[src/rtl/a2d_pkg.sv]
// Shared types and constants for the ADC SPI interface: state encoding,
// frame geometry and the channel-address word sent to the ADC.
package a2d_pkg;

    localparam int FRAME_BITS = 16;
    localparam int CH_W       = 3;
    localparam int RES_W      = 12;

    // Divider preload sits this many counts below SCLK_DIV so the first
    // falling SCLK event follows a short front porch after SS_n drops.
    localparam int DIV_FRONT  = 9;

    typedef enum logic [2:0] {
        IDLE,
        FRM1,
        GAP,
        FRM2,
        DONE
    } state_t;

    function automatic int div_preload(input int sclk_div);
        return sclk_div - DIV_FRONT;
    endfunction

    // ADC control word: two don't-care bits, 3-bit address, then zeros.
    function automatic logic [FRAME_BITS-1:0] chan_word(input logic [CH_W-1:0] ch);
        return {2'b00, ch, {(FRAME_BITS - 2 - CH_W){1'b0}}};
    endfunction

endpackage

[src/rtl/a2d_intf_spi_frame16.sv]
// Single 16-bit SPI frame engine (mode 3): drives SS_n/SCLK/MOSI, samples
// MISO on SCLK rise and returns the shifted-in word with a done pulse.
module spi_frame16
    import a2d_pkg::*;
#(
    parameter int SCLK_DIV = 32,
    parameter int RX_W     = 12
) (
    input  logic                  clk,
    input  logic                  rst,
    input  logic                  start,
    input  logic [FRAME_BITS-1:0] tx_word,
    input  logic                  MISO,
    output logic                  done,
    output logic [RX_W-1:0]       rx_word,
    output logic                  SS_n,
    output logic                  SCLK,
    output logic                  MOSI
);

    localparam int DIV_W = $clog2(SCLK_DIV);
    localparam int CNT_W = $clog2(FRAME_BITS + 1);

    localparam logic [DIV_W-1:0] DIV_ONES = '1;
    localparam logic [DIV_W-1:0] DIV_RISE = DIV_ONES >> 1;
    localparam logic [DIV_W-1:0] DIV_LAST = DIV_ONES - 1'b1;
    localparam logic [DIV_W-1:0] DIV_LOAD = DIV_W'(div_preload(SCLK_DIV));
    localparam logic [CNT_W-1:0] CNT_FULL = CNT_W'(FRAME_BITS);

    logic                  busy_reg,  busy_next;
    logic [DIV_W-1:0]      div_reg,   div_next;
    logic [CNT_W-1:0]      cnt_reg,   cnt_next;
    logic [FRAME_BITS-1:0] shift_reg, shift_next;
    logic                  smp_reg,   smp_next;
    logic                  mosi_reg,  mosi_next;
    logic                  done_reg,  done_next;
    logic                  ss_n_reg,  ss_n_next;
    logic                  sclk_reg,  sclk_next;

    always_comb begin
        busy_next  = busy_reg;
        div_next   = div_reg;
        cnt_next   = cnt_reg;
        shift_next = shift_reg;
        smp_next   = smp_reg;
        mosi_next  = mosi_reg;
        done_next  = 1'b0;

        if (!busy_reg) begin
            mosi_next = 1'b0;
            if (start) begin
                busy_next  = 1'b1;
                div_next   = DIV_LOAD;
                cnt_next   = '0;
                shift_next = tx_word;
            end
        end else begin
            div_next = div_reg + 1'b1;
            if (cnt_reg == CNT_FULL && div_reg == DIV_LAST) begin
                // Last bit: shift it in and close the frame with SCLK parked high.
                shift_next = {shift_reg[FRAME_BITS-2:0], smp_reg};
                busy_next  = 1'b0;
                done_next  = 1'b1;
                mosi_next  = 1'b0;
            end else if (div_reg == DIV_ONES) begin
                if (cnt_reg != '0) begin
                    shift_next = {shift_reg[FRAME_BITS-2:0], smp_reg};
                end
                mosi_next = shift_next[FRAME_BITS-1];
            end else if (div_reg == DIV_RISE) begin
                smp_next = MISO;
                cnt_next = cnt_reg + 1'b1;
            end
        end

        ss_n_next = ~busy_next;
        sclk_next = ~busy_next | div_next[DIV_W-1];
    end

    always_ff @(posedge clk) begin
        if (rst) begin
            busy_reg  <= 1'b0;
            div_reg   <= '0;
            cnt_reg   <= '0;
            shift_reg <= '0;
            smp_reg   <= 1'b0;
            mosi_reg  <= 1'b0;
            done_reg  <= 1'b0;
            ss_n_reg  <= 1'b1;
            sclk_reg  <= 1'b1;
        end else begin
            busy_reg  <= busy_next;
            div_reg   <= div_next;
            cnt_reg   <= cnt_next;
            shift_reg <= shift_next;
            smp_reg   <= smp_next;
            mosi_reg  <= mosi_next;
            done_reg  <= done_next;
            ss_n_reg  <= ss_n_next;
            sclk_reg  <= sclk_next;
        end
    end

    assign done    = done_reg;
    assign rx_word = shift_reg[RX_W-1:0];
    assign SS_n    = ss_n_reg;
    assign SCLK    = sclk_reg;
    assign MOSI    = mosi_reg;

endmodule

[src/rtl/a2d_intf.sv]
// A2D request handshake: turns each strt_cnv into an address frame, a
// chip-select gap and a data frame, then presents the 12-bit result.
module a2d_intf
    import a2d_pkg::*;
#(
    parameter int SCLK_DIV = 32,
    parameter int GAP_CLKS = 32
) (
    input  logic             clk,
    input  logic             rst,
    input  logic             strt_cnv,
    input  logic [CH_W-1:0]  chnnl,
    input  logic             MISO,
    output logic             cnv_cmplt,
    output logic [RES_W-1:0] A2D_res,
    output logic             SS_n,
    output logic             SCLK,
    output logic             MOSI
);

    localparam int GAP_W = $clog2(GAP_CLKS);
    // Done-pulse register and the launch cycle each eat one gap clock.
    localparam logic [GAP_W-1:0] GAP_LOAD = GAP_W'(GAP_CLKS - 3);

    state_t           state_reg,  state_next;
    logic [CH_W-1:0]  chnnl_reg,  chnnl_next;
    logic [GAP_W-1:0] gap_reg,    gap_next;
    logic             launch_reg, launch_next;
    logic             cmplt_reg,  cmplt_next;
    logic [RES_W-1:0] res_reg,    res_next;

    logic             frame_done;
    logic [RES_W-1:0] frame_rx;

    always_comb begin
        state_next  = state_reg;
        chnnl_next  = chnnl_reg;
        gap_next    = gap_reg;
        launch_next = 1'b0;
        cmplt_next  = cmplt_reg;
        res_next    = res_reg;

        unique case (state_reg)
            IDLE: begin
                if (strt_cnv) begin
                    chnnl_next  = chnnl;
                    cmplt_next  = 1'b0;
                    launch_next = 1'b1;
                    state_next  = FRM1;
                end
            end
            FRM1: begin
                if (frame_done) begin
                    gap_next   = GAP_LOAD;
                    state_next = GAP;
                end
            end
            GAP: begin
                if (gap_reg == '0) begin
                    launch_next = 1'b1;
                    state_next  = FRM2;
                end else begin
                    gap_next = gap_reg - 1'b1;
                end
            end
            FRM2: begin
                if (frame_done) begin
                    res_next   = frame_rx;
                    cmplt_next = 1'b1;
                    state_next = DONE;
                end
            end
            DONE: begin
                state_next = IDLE;
            end
            default: begin
                state_next = IDLE;
            end
        endcase
    end

    always_ff @(posedge clk) begin
        if (rst) begin
            state_reg  <= IDLE;
            chnnl_reg  <= '0;
            gap_reg    <= '0;
            launch_reg <= 1'b0;
            cmplt_reg  <= 1'b0;
            res_reg    <= '0;
        end else begin
            state_reg  <= state_next;
            chnnl_reg  <= chnnl_next;
            gap_reg    <= gap_next;
            launch_reg <= launch_next;
            cmplt_reg  <= cmplt_next;
            res_reg    <= res_next;
        end
    end

    spi_frame16 #(
        .SCLK_DIV (SCLK_DIV),
        .RX_W     (RES_W)
    ) u_frame (
        .clk     (clk),
        .rst     (rst),
        .start   (launch_reg),
        .tx_word (chan_word(chnnl_reg)),
        .MISO    (MISO),
        .done    (frame_done),
        .rx_word (frame_rx),
        .SS_n    (SS_n),
        .SCLK    (SCLK),
        .MOSI    (MOSI)
    );

    assign cnv_cmplt = cmplt_reg;
    assign A2D_res   = res_reg;

endmodule

[config.mk]
export PLATFORM = sky130hd
export DESIGN_NAME = a2d_intf
export DESIGN_NICKNAME = d
export VERILOG_FILES = /design/src/rtl/a2d_pkg.sv /design/src/rtl/a2d_intf_spi_frame16.sv /design/src/rtl/a2d_intf.sv
export SDC_FILE = /design/constraint.sdc
export NUM_CORES = 1
export LEC_CHECK = 0
export BUFFER_PORTS_ARGS = -buffer_cell sky130_fd_sc_hd__buf_2
export CAP_MARGIN = 20
export CORE_UTILIZATION = 52
export DETAILED_ROUTE_END_ITERATION = 10
export PLACE_DENSITY = 0.74
export SYNTH_ARGS = -nofsm -noshare
export SYNTH_HDL_FRONTEND = slang
export SYNTH_SLANG_ARGS = --single-unit
[constraint.sdc]
create_clock -name clk -period 1.8 [get_ports clk]
set_input_delay 0.18 -clock clk [delete_from_list [all_inputs] [get_ports clk]]
set_output_delay 0.18 -clock clk [all_outputs]
set_load 0.02 [all_outputs]
Yosys cells after proc, flatten, opt, wreduce, memory -nomap -nowiden
Index checks and enable logic that the tools add are counted.
{"block": "op_classes", "reduce_logical": 18, "eq_ne": 17, "mux": 30, "bitwise_logic": 5, "addsub": 3}
{"cell": "16-bit two-way mux", "count": 5}
{"cell": "5-bit two-way mux", "count": 9}
{"cell": "5-bit equality test (second input constant)", "count": 3}
{"cell": "3-bit two-way mux", "count": 4}
{"cell": "2-bit inequality test (second input constant)", "count": 6}
{"cell": "3-bit one-hot mux with 4 select lines", "count": 1}
{"cell": "4-bit AND reduction", "count": 3}
{"cell": "5-bit by 1-bit adder with 5-bit output (second input constant)", "count": 2}
{"cell": "5-bit one-hot mux with 2 select lines", "count": 1}
{"cell": "3-bit AND reduction", "count": 3}
{"cell": "1-bit two-way mux", "count": 8}
{"cell": "3-bit by 2-bit equality test with 1-bit output (second input constant)", "count": 2}
{"cell": "3-bit inequality test (second input constant)", "count": 2}
{"cell": "2-bit AND reduction", "count": 3}
{"cell": "2-bit nonzero test", "count": 3}
{"cell": "5-bit by 4-bit equality test with 1-bit output (second input constant)", "count": 1}
{"cell": "5-bit logical NOT", "count": 1}
{"cell": "5-bit nonzero test", "count": 1}
{"cell": "5-bit by 1-bit subtractor with 5-bit output (second input constant)", "count": 1}
{"cell": "2-bit by 1-bit inequality test with 1-bit output (second input constant)", "count": 2}
{"cell": "1-bit inverter", "count": 4}
{"cell": "1-bit one-hot mux with 2 select lines", "count": 2}
{"cell": "3-bit by 1-bit equality test with 1-bit output (second input constant)", "count": 1}
{"cell": "3-bit logical NOT", "count": 1}
{"cell": "other kinds (4)", "count": 4}
{"block": "word_totals", "register_bits": 57, "output_inout_bits": 16, "inputBits": 7, "elab_cells": 90}

Logic depth before layout (Yosys ltp)
{"block": "depth", "ltp_word": 6, "ltp_mapped": 8}

Modules after synthesis
Synthesis repeated with hierarchy kept, for this count alone.
{"block": "unflattened", "cells_unflattened": 292, "hier_area_um2": 2660.1}
{"module": "spi_frame16", "instances": 1, "area_each_um2": 1587.8, "seq_area_each_um2": 640.6, "cells_each": 172}
{"module": "a2d_intf", "instances": 1, "area_each_um2": 1072.3, "seq_area_each_um2": 500.5, "cells_each": 120}

Worst setup path after synthesis
Ideal clock, no wire load.
{"block": "synth_path", "kind": "reg2reg", "start": "register u_frame.div_reg[0]", "end": "register u_frame.smp_reg", "setup_ps": 128, "path_stages_with_launch": 8, "t_arrival_ps": 1745, "slack_ps": -73, "path_cell_list": "dfxtp_1 ha_1 and3_1 ha_1 nand2b_1 a311oi_2 mux2i_1 nor2_1"}
{"block": "synth_between", "elab_chain_cells": 4, "elab_cells_between_ends": 7}
{"item": "start: declaration", "line": "a2d_intf_spi_frame16.sv:31", "rtl": "logic [DIV_W-1:0] div_reg, div_next;"}
{"item": "start signal: assignment", "line": "a2d_intf_spi_frame16.sv:93", "rtl": "div_reg <= div_next;"}
{"item": "5-bit equality test", "line": "a2d_intf_spi_frame16.sv:59", "rtl": "if (cnt_reg == CNT_FULL && div_reg == DIV_LAST) begin"}
{"item": "1-bit logical AND", "line": "a2d_intf_spi_frame16.sv:59"}
{"item": "1-bit inverter (no source line)"}
{"item": "4-bit AND reduction (no source line) *"}
{"item": "end signal: assignment", "line": "a2d_intf_spi_frame16.sv:96", "rtl": "smp_reg <= smp_next;"}
{"item": "end: declaration", "line": "a2d_intf_spi_frame16.sv:34", "rtl": "logic smp_reg, smp_next;"}
Mark *: on every way between the ends. The rest lies on a longest branch, timed or not.
A chain may end at the register's enable or synchronous reset.

Final worst setup path
Same ends and word-level chain as after synthesis.

==> metrics.md <==
| Metric | Value |
|---|---|
| GP Congestion | `0.767` |
| Total gr overflow | `0` |
| Hold Path Origin | `chnnl[0]` |
| Worst hold endpoint | `chnnl_reg[0]` |
| FFs w/ async S/R, synth | `0%` |
| Die Footprint | `0.00513 sq mm` |
| Max frequency | `0.563 GHz` |
| Max incr delay on CP | `0.34 ns` |
| Gr usage total | `22.5%` |
| Post-synthesis cell type count | `54` |
| Post-synth EDFFs | `0` |
| DP Cell Count | `342` |
| Placement Setup Slack | `-0.0253 ns` |
| CTS Hold Buffers Added | `0` |
| Nets@finish | `316` |
| Most common flop cell mapped by yosys | `dfxtp_1` |
| CP Launch Type | `flip-flop` |
| Pin count of the biggest net entering global routing | `28` |
| Seq cells post-synth | `57` |
| Clock tree buffer depth | `2` |
| Layout cell share with drive strength beyond 1 | `25.4%` |
| Setup Skew | `0.0118 ns` |
| Yosys warns | `0` |
| Final ANT Viol Nets | `0` |
| Post-Synthesis Cells | `269` |
| Status | `completed` |
| Max FO, Critical Path | `4` |
| Sw Pwr | `704 uW` |
| DRC | `0` |
| Register share of total power | `46.2%` |
| Drt total wl | `5240 um` |
| Layout Cells excl Fill | `359` |
| Endpoints failing hold | `0` |
| CP Capture Type | `flip-flop` |
| Htree depth | `3` |
| Via-per-instance ratio | `5.74` |
| Die H | `71.6 um` |
| Syn nets | `283` |
| Comb power frac | `6.0%` |
| R2R Path Start | `u_frame.div_reg[0]` |
| CP Class | `flip-flop to flip-flop` |
| Wire per inst | `14.6 um` |
| Vias | `2061` |
| Root Driver | `clkbuf_8` |
| Max Slew Vio Count | `0` |
| Area after DPL | `0.00273 sq mm` |
| Hold slack | `0.0730 ns` |
| Antenna cells | `0` |
| Crit-path cells | `ha_2 > and3_4 > ha_1 > nand2b_4 > a311oi_2 > buf_4 > mux2i_1 > nor2_1` |
| Initial DRC count | `102` |
| Starting Density | `55.9%` |
| Worst hold stages | `3` |
| Flop2flop setup slack | `0.02 ns` |
| First-pass GRT wire length | `8830 um` |
| Setup TNS | `0 ns` |
| Peak supply drop | `0.000571 V` |
| Worst-path clk slew | `0.07 ns` |
| Min cycle time layout | `1.78 ns` |
| Highest-delay cell along the critical path | `dfxtp_2` |
| Number of global-route vias before repair | `1907` |
| R2R depth | `8` |
| P_int | `2150 uW` |
| Final Cycle Share | `98.7%` |
| Core Area | `0.00450 sq mm` |
| Dpl hpwl | `3480 um` |
| Final Instance Area | `0.00302 sq mm` |
| Chip width | `71.6 um` |
| Post-Synthesis Cell Area | `0.00252 sq mm` |
| Number of buffers created by CTS | `9` |
| Post-Syn Area per Cell | `9.36 sq um` |
| Initial antenna violation count | `0` |
| Clock power frac | `47.9%` |
| Critical Path RT | `2.02 ns` |
| Final setup violation count | `0` |
| RSZ-0062 raised after global routing | `true` |
| Max reg flops | `16` |
| Port bufs | `22` |
| # IOs | `23` |
| Clock Latency Late Sink | `0.34 ns` |
| 1st-pass router iterations | `4` |
| Slew Limit Headroom | `58.9%` |
| TritonCTS clock tree | `done` |
| Register area share after synthesis | `45.3%` |
| Class of the worst hold path | `primary input to flip-flop` |
| Arrival time worst endpoint | `2.00 ns` |
| Worst setup margin | `0.0235 ns` |
| MaxCap Viol Count | `0` |
| TritonCTS Sinks | `57` |
| Layout area overhead | `19.8%` |
| Switching share of power | `24.7%` |
| FP Rows | `24` |
| Power per cell area | `946 mW/mm^2` |
| Worst Tran Pin Value | `0.614 ns` |
| FF-to-FF End | `u_frame.smp_reg` |
| P_leak | `0.00127 uW` |
-- worst max path at each step --
stage | start | to | slack, ns | depth (start not counted)
floorplan | u_frame.div_reg[0] | u_frame.smp_reg | 0.03 | 7
global placement | u_frame.div_reg[0] | u_frame.smp_reg | 0.02 | 7
detailed placement | u_frame.div_reg[0] | u_frame.shift_reg[13] | -0.03 | 7
CTS | u_frame.div_reg[0] | u_frame.smp_reg | 0.01 | 8
global route | u_frame.div_reg[1] | u_frame.smp_reg | -0.08 | 8
finish | u_frame.div_reg[0] | u_frame.smp_reg | 0.02 | 8
-- critical path, delay by kind of cell, from the launching register on --
family	cells	cell delay, ns
adder cells (fa/ha/maj)	2	0.41
AO/OA/AOI/OAI	1	0.24
AND/OR/NAND/NOR	3	0.33
buffers and inverters	1	0.17
flip-flops	1	0.34
multiplexers	1	0.17
-- kinds of logic (layout without fill, tap and decap cells) --
logic type / after synthesis / count (layout) / synth area share [%]
fa+ha+maj: 7 / 7 / 3.48
xor+xnor: 3 / 3 / 1.04
compound gates: 59 / 59 / 17.4
flops: 57 / 57 / 45.3
simple gates: 106 / 106 / 24.1
mux: 8 / 8 / 3.28
buf+inv: 29 / 67 / 5.36
-- cell usage after synthesis (3+ instances only) --
library cell  number  area [sq um]
a21oi_1           23           115
a311oi_1           3          26.3
a31oi_1            3          18.8
a41o_1             8          80.1
and4_1            10          87.6
buf_2              3          15.0
buf_6              3          33.8
clkbuf_1          11          41.3
dfxtp_1           57          1140
ha_1               7          87.6
inv_1             11          41.3
mux2i_1            6          60.1
nand2_1           34           128
nand2b_1           4          25.0
nand3_1            9          45.0
nor2_1            20          75.1
nor3_1             6          30.0
o221a_2            3          33.8
xor2_1             3          26.3
-- layout by cell type (no fill, tap or decap), types with 2 or more instances in the layout --
cell and instances:
nand4_1 2, nand3_1 9, a41o_1 8, a211oi_1 2
xor2_1 3, nand2_1 34, mux2_2 2, clkbuf_8 9
ha_1 5, buf_4 18, bufinv_16 2, inv_1 11
mux2i_1 6, o221a_2 2, nand2b_1 3, and4b_1 2
a31oi_1 3, buf_2 22, clkinv_4 3, and4_1 10
nor3_1 6, or2_2 2, o21ai_0 2, nand4b_1 2
a21oi_1 23, nor2_1 20, a311oi_1 3, a31o_1 2
dfxtp_1 56
-- metal layers --
layer / wire length (um) / global-route usage [%]
met1: 2570 / 30.5
met2: 2390 / 34.5
met3: 193 / 6.33
met4: 89 / 8.50
met5: 0 / 0
-- power by group through the flow --
| stage | Clock [uW] | Combinational, uW | Sequential [uW] |
|---|---|---|---|
| 3_5_place_dp | 0 | 166 | 1340 |
| 5_1_grt | 1450 | 188 | 1320 |
| 6_report | 1370 | 170 | 1320 |
| 3_3_place_gp | 0 | 162 | 1340 |
| 4_1_cts | 1370 | 167 | 1320 |
| 2_1_floorplan | 0 | 108 | 1340 |
-- area by class of cell --
type / count / area, sq um
clock buffers: 9 / 124
clock inverters: 7 / 103
inverters: 11 / 41.3
well taps: 52 / 65.1
fillers: 360 / 1490
flip-flops and latches: 57 / 1140
multi-input cells: 183 / 1300
repair buffers: 40 / 245
-- through the flow --
stage          total power (uW)  utilization [%]
2_1_floorplan              1450                -
6_report                   2850             67.0
3_5_place_dp               1510             60.6
5_1_grt                    2960             67.0
3_3_place_gp               1500             60.6
4_1_cts                    2860             66.3
-- timing repair --
action,in CTS,in global routing
pin swaps,1,1
endpoints found under the setup margin,5,19
gates resized for setup,3,6
endpoints found under the hold margin,0,0
setup buffers,1,0
(Power assumes the default switching activity.)
